[src/rtl/uart_rx_fifo.sv]
`timescale 1ns/1ps
// UART receiver with 2-of-3 mid-bit voting, optional parity, 1/2 stop bits and
// error flags, feeding a first-word-fall-through FIFO on a valid/ready stream.
module uart_rx_fifo #(
    parameter int CLK_HZ     = 100_000_000,
    parameter int BAUD       = 9600,
    parameter int OVS        = 16,
    parameter int DATA_BITS  = 8,
    parameter int PARITY     = 0,
    parameter int STOP_BITS  = 1,
    parameter int FIFO_DEPTH = 16
) (
    input  logic                        clk,
    input  logic                        reset,
    input  logic                        rx,
    output logic [DATA_BITS-1:0]        m_data,
    output logic                        m_valid,
    input  logic                        m_ready,
    output logic [$clog2(FIFO_DEPTH):0] fifo_count,
    output logic                        rx_busy,
    output logic                        parity_err,
    output logic                        frame_err,
    output logic                        overrun_err,
    input  logic                        err_clr
);
    localparam int DIV   = CLK_HZ / (BAUD * OVS);
    localparam int DIV_W = (DIV > 1) ? $clog2(DIV) : 1;
    localparam int TIX_W = $clog2(OVS);
    localparam int BIT_W = $clog2(DATA_BITS + 1);
    localparam int PTR_W = $clog2(FIFO_DEPTH);
    localparam int CNT_W = PTR_W + 1;
    localparam logic [TIX_W-1:0] SAMP0 = TIX_W'(OVS / 2 - 1);
    localparam logic [TIX_W-1:0] SAMP1 = TIX_W'(OVS / 2);
    localparam logic [TIX_W-1:0] SAMP2 = TIX_W'(OVS / 2 + 1);
    localparam logic [TIX_W-1:0] LAST  = TIX_W'(OVS - 1);
    localparam logic             PAR_ODD = (PARITY == 1);

    typedef enum logic [2:0] {
        ST_IDLE, ST_START, ST_DATA, ST_PARITY, ST_STOP, ST_WAIT_IDLE
    } state_t;

    logic                 sync_q, rx_s_q;
    logic [DIV_W-1:0]     div_q;
    state_t               state_q;
    logic [TIX_W-1:0]     tix_q;
    logic [BIT_W-1:0]     bit_cnt_q;
    logic                 stop_cnt_q;
    logic                 s0_q, s1_q;
    logic [DATA_BITS-1:0] shift_q;
    logic                 par_bad_q, parity_err_q, frame_err_q, overrun_q;

    logic [DATA_BITS-1:0] mem_q [FIFO_DEPTH];
    logic [PTR_W-1:0]     wr_q, rd_q, rd_next;
    logic [CNT_W-1:0]     count_q, count_d;
    logic [DATA_BITS-1:0] m_data_q;

    logic tick_w, at_mid_w, at_end_w, vote_w, last_stop_w, mismatch_w;
    logic push_w, pop_w, full_w, wr_w;

    assign tick_w      = (div_q == DIV_W'(DIV - 1));
    assign at_mid_w    = tick_w && (tix_q == SAMP2);
    assign at_end_w    = tick_w && (tix_q == LAST);
    assign vote_w      = (s0_q & s1_q) | (s0_q & rx_s_q) | (s1_q & rx_s_q);
    assign last_stop_w = (stop_cnt_q == 1'(STOP_BITS - 1));
    assign mismatch_w  = (((^shift_q) ^ vote_w) != PAR_ODD);
    assign push_w      = (state_q == ST_STOP) && at_mid_w && vote_w && last_stop_w && !par_bad_q;

    always_ff @(posedge clk) begin
        if (!reset) begin
            sync_q <= 1'b1;
            rx_s_q <= 1'b1;
            div_q  <= '0;
        end else begin
            sync_q <= rx;
            rx_s_q <= sync_q;
            div_q  <= tick_w ? '0 : div_q + DIV_W'(1);
        end
    end

    // Decisions are taken at the third vote sample; bit changes happen at the bit end.
    always_ff @(posedge clk) begin
        if (!reset) begin
            state_q      <= ST_IDLE;
            tix_q        <= '0;
            bit_cnt_q    <= '0;
            stop_cnt_q   <= 1'b0;
            par_bad_q    <= 1'b0;
            parity_err_q <= 1'b0;
            frame_err_q  <= 1'b0;
        end else begin
            parity_err_q <= 1'b0;
            frame_err_q  <= 1'b0;
            if (state_q != ST_IDLE && tick_w) begin
                tix_q <= (tix_q == LAST) ? '0 : tix_q + TIX_W'(1);
                if (tix_q == SAMP0) s0_q <= rx_s_q;
                if (tix_q == SAMP1) s1_q <= rx_s_q;
            end
            case (state_q)
                ST_IDLE: if (!rx_s_q) begin
                    state_q    <= ST_START;
                    tix_q      <= '0;
                    bit_cnt_q  <= '0;
                    stop_cnt_q <= 1'b0;
                    par_bad_q  <= 1'b0;
                end
                ST_START: begin
                    if (at_mid_w && vote_w) state_q <= ST_IDLE;
                    else if (at_end_w)      state_q <= ST_DATA;
                end
                ST_DATA: begin
                    if (at_mid_w) begin
                        shift_q   <= {vote_w, shift_q[DATA_BITS-1:1]};
                        bit_cnt_q <= bit_cnt_q + BIT_W'(1);
                    end
                    if (at_end_w && bit_cnt_q == BIT_W'(DATA_BITS))
                        state_q <= (PARITY != 0) ? ST_PARITY : ST_STOP;
                end
                ST_PARITY: begin
                    if (at_mid_w)      par_bad_q <= mismatch_w;
                    else if (at_end_w) state_q   <= ST_STOP;
                end
                ST_STOP: begin
                    if (at_mid_w) begin
                        if (!vote_w) begin
                            frame_err_q <= 1'b1;
                            state_q     <= ST_WAIT_IDLE;
                        end else if (last_stop_w) begin
                            parity_err_q <= par_bad_q;
                            state_q      <= ST_IDLE;
                        end
                    end else if (at_end_w) begin
                        stop_cnt_q <= 1'b1;
                    end
                end
                ST_WAIT_IDLE: if (rx_s_q) state_q <= ST_IDLE;
                default: state_q <= ST_IDLE;
            endcase
        end
    end

    assign pop_w   = (count_q != '0) && m_ready;
    assign full_w  = (count_q == CNT_W'(FIFO_DEPTH));
    assign wr_w    = push_w && (!full_w || pop_w);
    assign count_d = count_q + CNT_W'(wr_w) - CNT_W'(pop_w);
    assign rd_next = rd_q + PTR_W'(1);

    always_ff @(posedge clk) begin
        if (wr_w) mem_q[wr_q] <= shift_q;
    end

    // m_data is a head register so it keeps the last word once the FIFO drains.
    always_ff @(posedge clk) begin
        if (!reset) begin
            wr_q      <= '0;
            rd_q      <= '0;
            count_q   <= '0;
            m_data_q  <= '0;
            overrun_q <= 1'b0;
        end else begin
            if (wr_w)  wr_q <= wr_q + PTR_W'(1);
            if (pop_w) rd_q <= rd_next;
            count_q <= count_d;
            if (push_w && !wr_w) overrun_q <= 1'b1;
            else if (err_clr)    overrun_q <= 1'b0;
            if (pop_w) begin
                if (count_q > CNT_W'(1)) m_data_q <= mem_q[rd_next];
                else if (wr_w)           m_data_q <= shift_q;
            end else if (count_q == '0 && wr_w) begin
                m_data_q <= shift_q;
            end
        end
    end

    assign m_data      = m_data_q;
    assign m_valid     = (count_q != '0);
    assign fifo_count  = count_q;
    assign rx_busy     = (state_q != ST_IDLE);
    assign parity_err  = parity_err_q;
    assign frame_err   = frame_err_q;
    assign overrun_err = overrun_q;
endmodule

[config.mk]
export PLATFORM = sky130hd
export DESIGN_NAME = uart_rx_fifo
export DESIGN_NICKNAME = d
export VERILOG_FILES = /design/src/rtl/uart_rx_fifo.sv
export SDC_FILE = /design/constraint.sdc
export NUM_CORES = 1
export LEC_CHECK = 0
export CORE_ASPECT_RATIO = 0.75
export CORE_MARGIN = 3
export CORE_UTILIZATION = 45
export DETAILED_ROUTE_END_ITERATION = 12
export PLACE_DENSITY_LB_ADDON = 0.12
export SYNTH_ARGS = -nofsm -noshare
export SYNTH_HDL_FRONTEND = slang
export SYNTH_SLANG_ARGS = --single-unit
[constraint.sdc]
create_clock -name clk -period 3.15 [get_ports clk]
set_clock_uncertainty 0.05 [all_clocks]
set_input_delay 0.4725 -clock clk [delete_from_list [all_inputs] [get_ports clk]]
set_output_delay 0.4725 -clock clk [all_outputs]
set_load 0.01 [all_outputs]
==> impl_metrics.tcl <==
set metrics [dict create \
    syn_area_um2 7878 \
    seq_power_share_pct 42.7 \
    syn2layout_area_growth_pct 15.82 \
    cts_resized 0 \
    total_power_uw 6564 \
    nNetsFinal 626 \
    synth_edf_count 138 \
    path_class "flop to flop" \
    min_path_cells 1 \
    p_switching_uw 1958 \
    cts_setup_buffers 0 \
    setup_viol 0 \
    synth.top_cells.by_count "138 x edfxtp_1, 54 x nor2_1, 49 x dfxtp_1" \
    first_global_vias 4630 \
    final_area_um2 9124 \
    initial_core_util_pct 46.39 \
    dieArea_um2 19150 \
    hold_viol_final 0 \
    vias_per_cell 5.404 \
    cts-htree-levels 4 \
    portBuffers 22 \
    clockBufferDepth 2 \
    num_vias 4577 \
    cts-root-buf "clkbuf_16" \
    stdcell_count 847 \
    die_w_um 158.8 \
    run_status "complete, no violations" \
    synthMostInstantiatedCell "edfxtp_1" \
    place_inst 815 \
    required_ps 3470 \
    timing.hold.ws_ps 363.7 \
    antenna_cells 0 \
    synth_nets 566 \
    grt-ovfl-total 0 \
    gp_congestion 0.7830 \
    yosys.area.top_type_share_pct 52.60 \
    r2r_cells 14 \
    antenna_found_initial 0 \
    clockPowerShare_pct 29.3 \
    dp_hpwl_um 11030 \
    cp-start-kind "flop" \
    switching_share_pct 29.83 \
    grt_max_degree 30 \
    synth_top_cell_by_area "edfxtp_1" \
    clkTransAtPathRegs_ps 70 \
    synthCells 539 \
    drive_gt1_share_pct 17.84 \
    synth_flop_cell "edfxtp_1" \
    max_freq_mhz 333.6 \
    synth-seq-area-share_pct 65.06 \
    drt_first_iter_violations 412 \
    cp-end-kind "flop" \
    worst_pin_slew_ps 857.7 \
    cap_violations 0 \
    ir_drop_mv 0.4812 \
    ys_top_cells_by_area "edfxtp_1 53%, dfxtp_1 12%, mux4_2 9.1%, ha_1 3.3%, nor2_1 2.6%" \
    coreArea_um2 16980 \
    ys_ff_latch 187 \
    tritoncts "done" \
    min_period_over_period_pct 95.17 \
    cts_inserted_buffers 17 \
    p_int_uw 4606 \
    grt_pass1_wl_um 25810 \
    drc 0 \
    postSynthAreaPerCell_um2 14.62 \
    track_usage_pct 18.01 \
    io_pins 23 \
    ys_warn_count 0 \
    drv_slew 0 \
    p_leak_uw 0.002917 \
    routed_wl_um 16510 \
    place_area_um2 8592 \
    hp-class "flop to flop" \
    p_comb_share_pct 28.0 \
    postRouteAntennaNets 0 \
    ys_types 52 \
    p_per_area_nw_per_um2 719.4 \
    ctsHoldBuffers 0 \
    wire_per_inst_um 19.49 \
    async_flop_share_pct 0 \
    cts_sinks 187 \
    first_pass_iters 5 \
    row_count 41 \
    post-route-util_pct 53.73 \
    slew-limit-headroom_pct 41.19 \
    clk_latency_ps 430 \
    path_max_fanout 6 \
    dieHeight_um 120.6 \
    arrival_ps 3320 \
    finalCriticalPeriod_ps 2998 \
]
[kinds of logic after synthesis]
group,after synthesis,share of synthesized area [%]
flops,187,65.06
simple gates,169,11.18
compound gates,61,5.495
mux,38,9.911
buf+inv,36,1.842
xor+xnor,25,2.780
fa+ha+maj,23,3.733
[final cells by class]
| class | instances | area [um2] |
|---|---|---|
| clock buffer | 17 | 425.4 |
| fill | 1426 | 7856 |
| timing repair buffer | 57 | 495.5 |
| inverter | 20 | 75.07 |
| clock inverter | 14 | 98.84 |
| sequential | 187 | 5126 |
| multi-input combinational | 316 | 2608 |
| tap | 236 | 295.3 |
[power by group through the flow]
stage / combinational, uW / clock [uW] / sequential (uW)
floorplan: 1220 / 0 / 2860
global placement: 1840 / 0 / 2850
detailed placement: 1850 / 0 / 2860
CTS: 1860 / 1970 / 2800
global route: 2010 / 2080 / 2820
finish: 1830 / 1930 / 2800
[path summary, 6_finish.rpt]
path                               start       endpoint  slack, ps
worst max-delay path            tix_q[0]  fifo_count[4]        150
worst min-delay path              sync_q         rx_s_q        360
worst max register to register  tix_q[0]  fifo_count[4]        150
worst min register to register    sync_q         rx_s_q        360
[metrics by stage]
stage	worst slack, ps	TNS (ps)
finish	152.3	0
CTS	75.02	0
global placement	39.50	0
floorplan	241.4	0
detailed placement	-13.21	-13.21
global route	-11.87	-11.87
[critical path: stages, from the launching register on]
cell and delay [ps]:
dfxtp_1 430, ha_1 200, and3b_1 220, nand4_1 110, buf_4 190, nor3_4 120, inv_1 80, ha_1 280
inv_1 40, ha_1 190, fa_1 400, a21oi_1 140, nor2_1 60, or3_1 300, a21oi_1 140
[layer usage]
| metal | part of all wire [%] | track usage [%] | up-vias |
|---|---|---|---|
| met4 | 1.2 | 4.702 | 0 |
| li1 | - | - | 2158 |
| met5 | 0 | 0 | - |
| met2 | 45 | 27.50 | 114 |
| met3 | 5.2 | 3.938 | 17 |
| met1 | 48 | 26.53 | 2288 |
[registers in the layout, indices dropped and copies added (netlist names), 3 cells and up]
register and count:
bit_cnt_q 4, div_q 10, fifo_count 5, m_data 8, mem_q 128, rd_q 4
shift_q 8, state_q 3, tix_q 4, wr_q 4
[cells in the final DEF, fill, tap and decap left out, types with 5 or more instances in the layout]
master and instances:
edfxtp_1 138, nor2_1 54, dfxtp_1 48, nand2_1 34
buf_4 34, mux4_2 32, clkdlybuf4s50_1 22, ha_1 21
a21oi_1 20, inv_1 19, a22oi_1 17, clkbuf_16 17
xnor2_1 13, nor3_1 12, xor2_1 12, and3_1 11
nand3_1 10, nand2b_1 8, nand4_1 8, a311o_1 8
mux2i_1 6, nor2b_1 5, o21ai_0 5
Power figures use the tool's default switching activity.
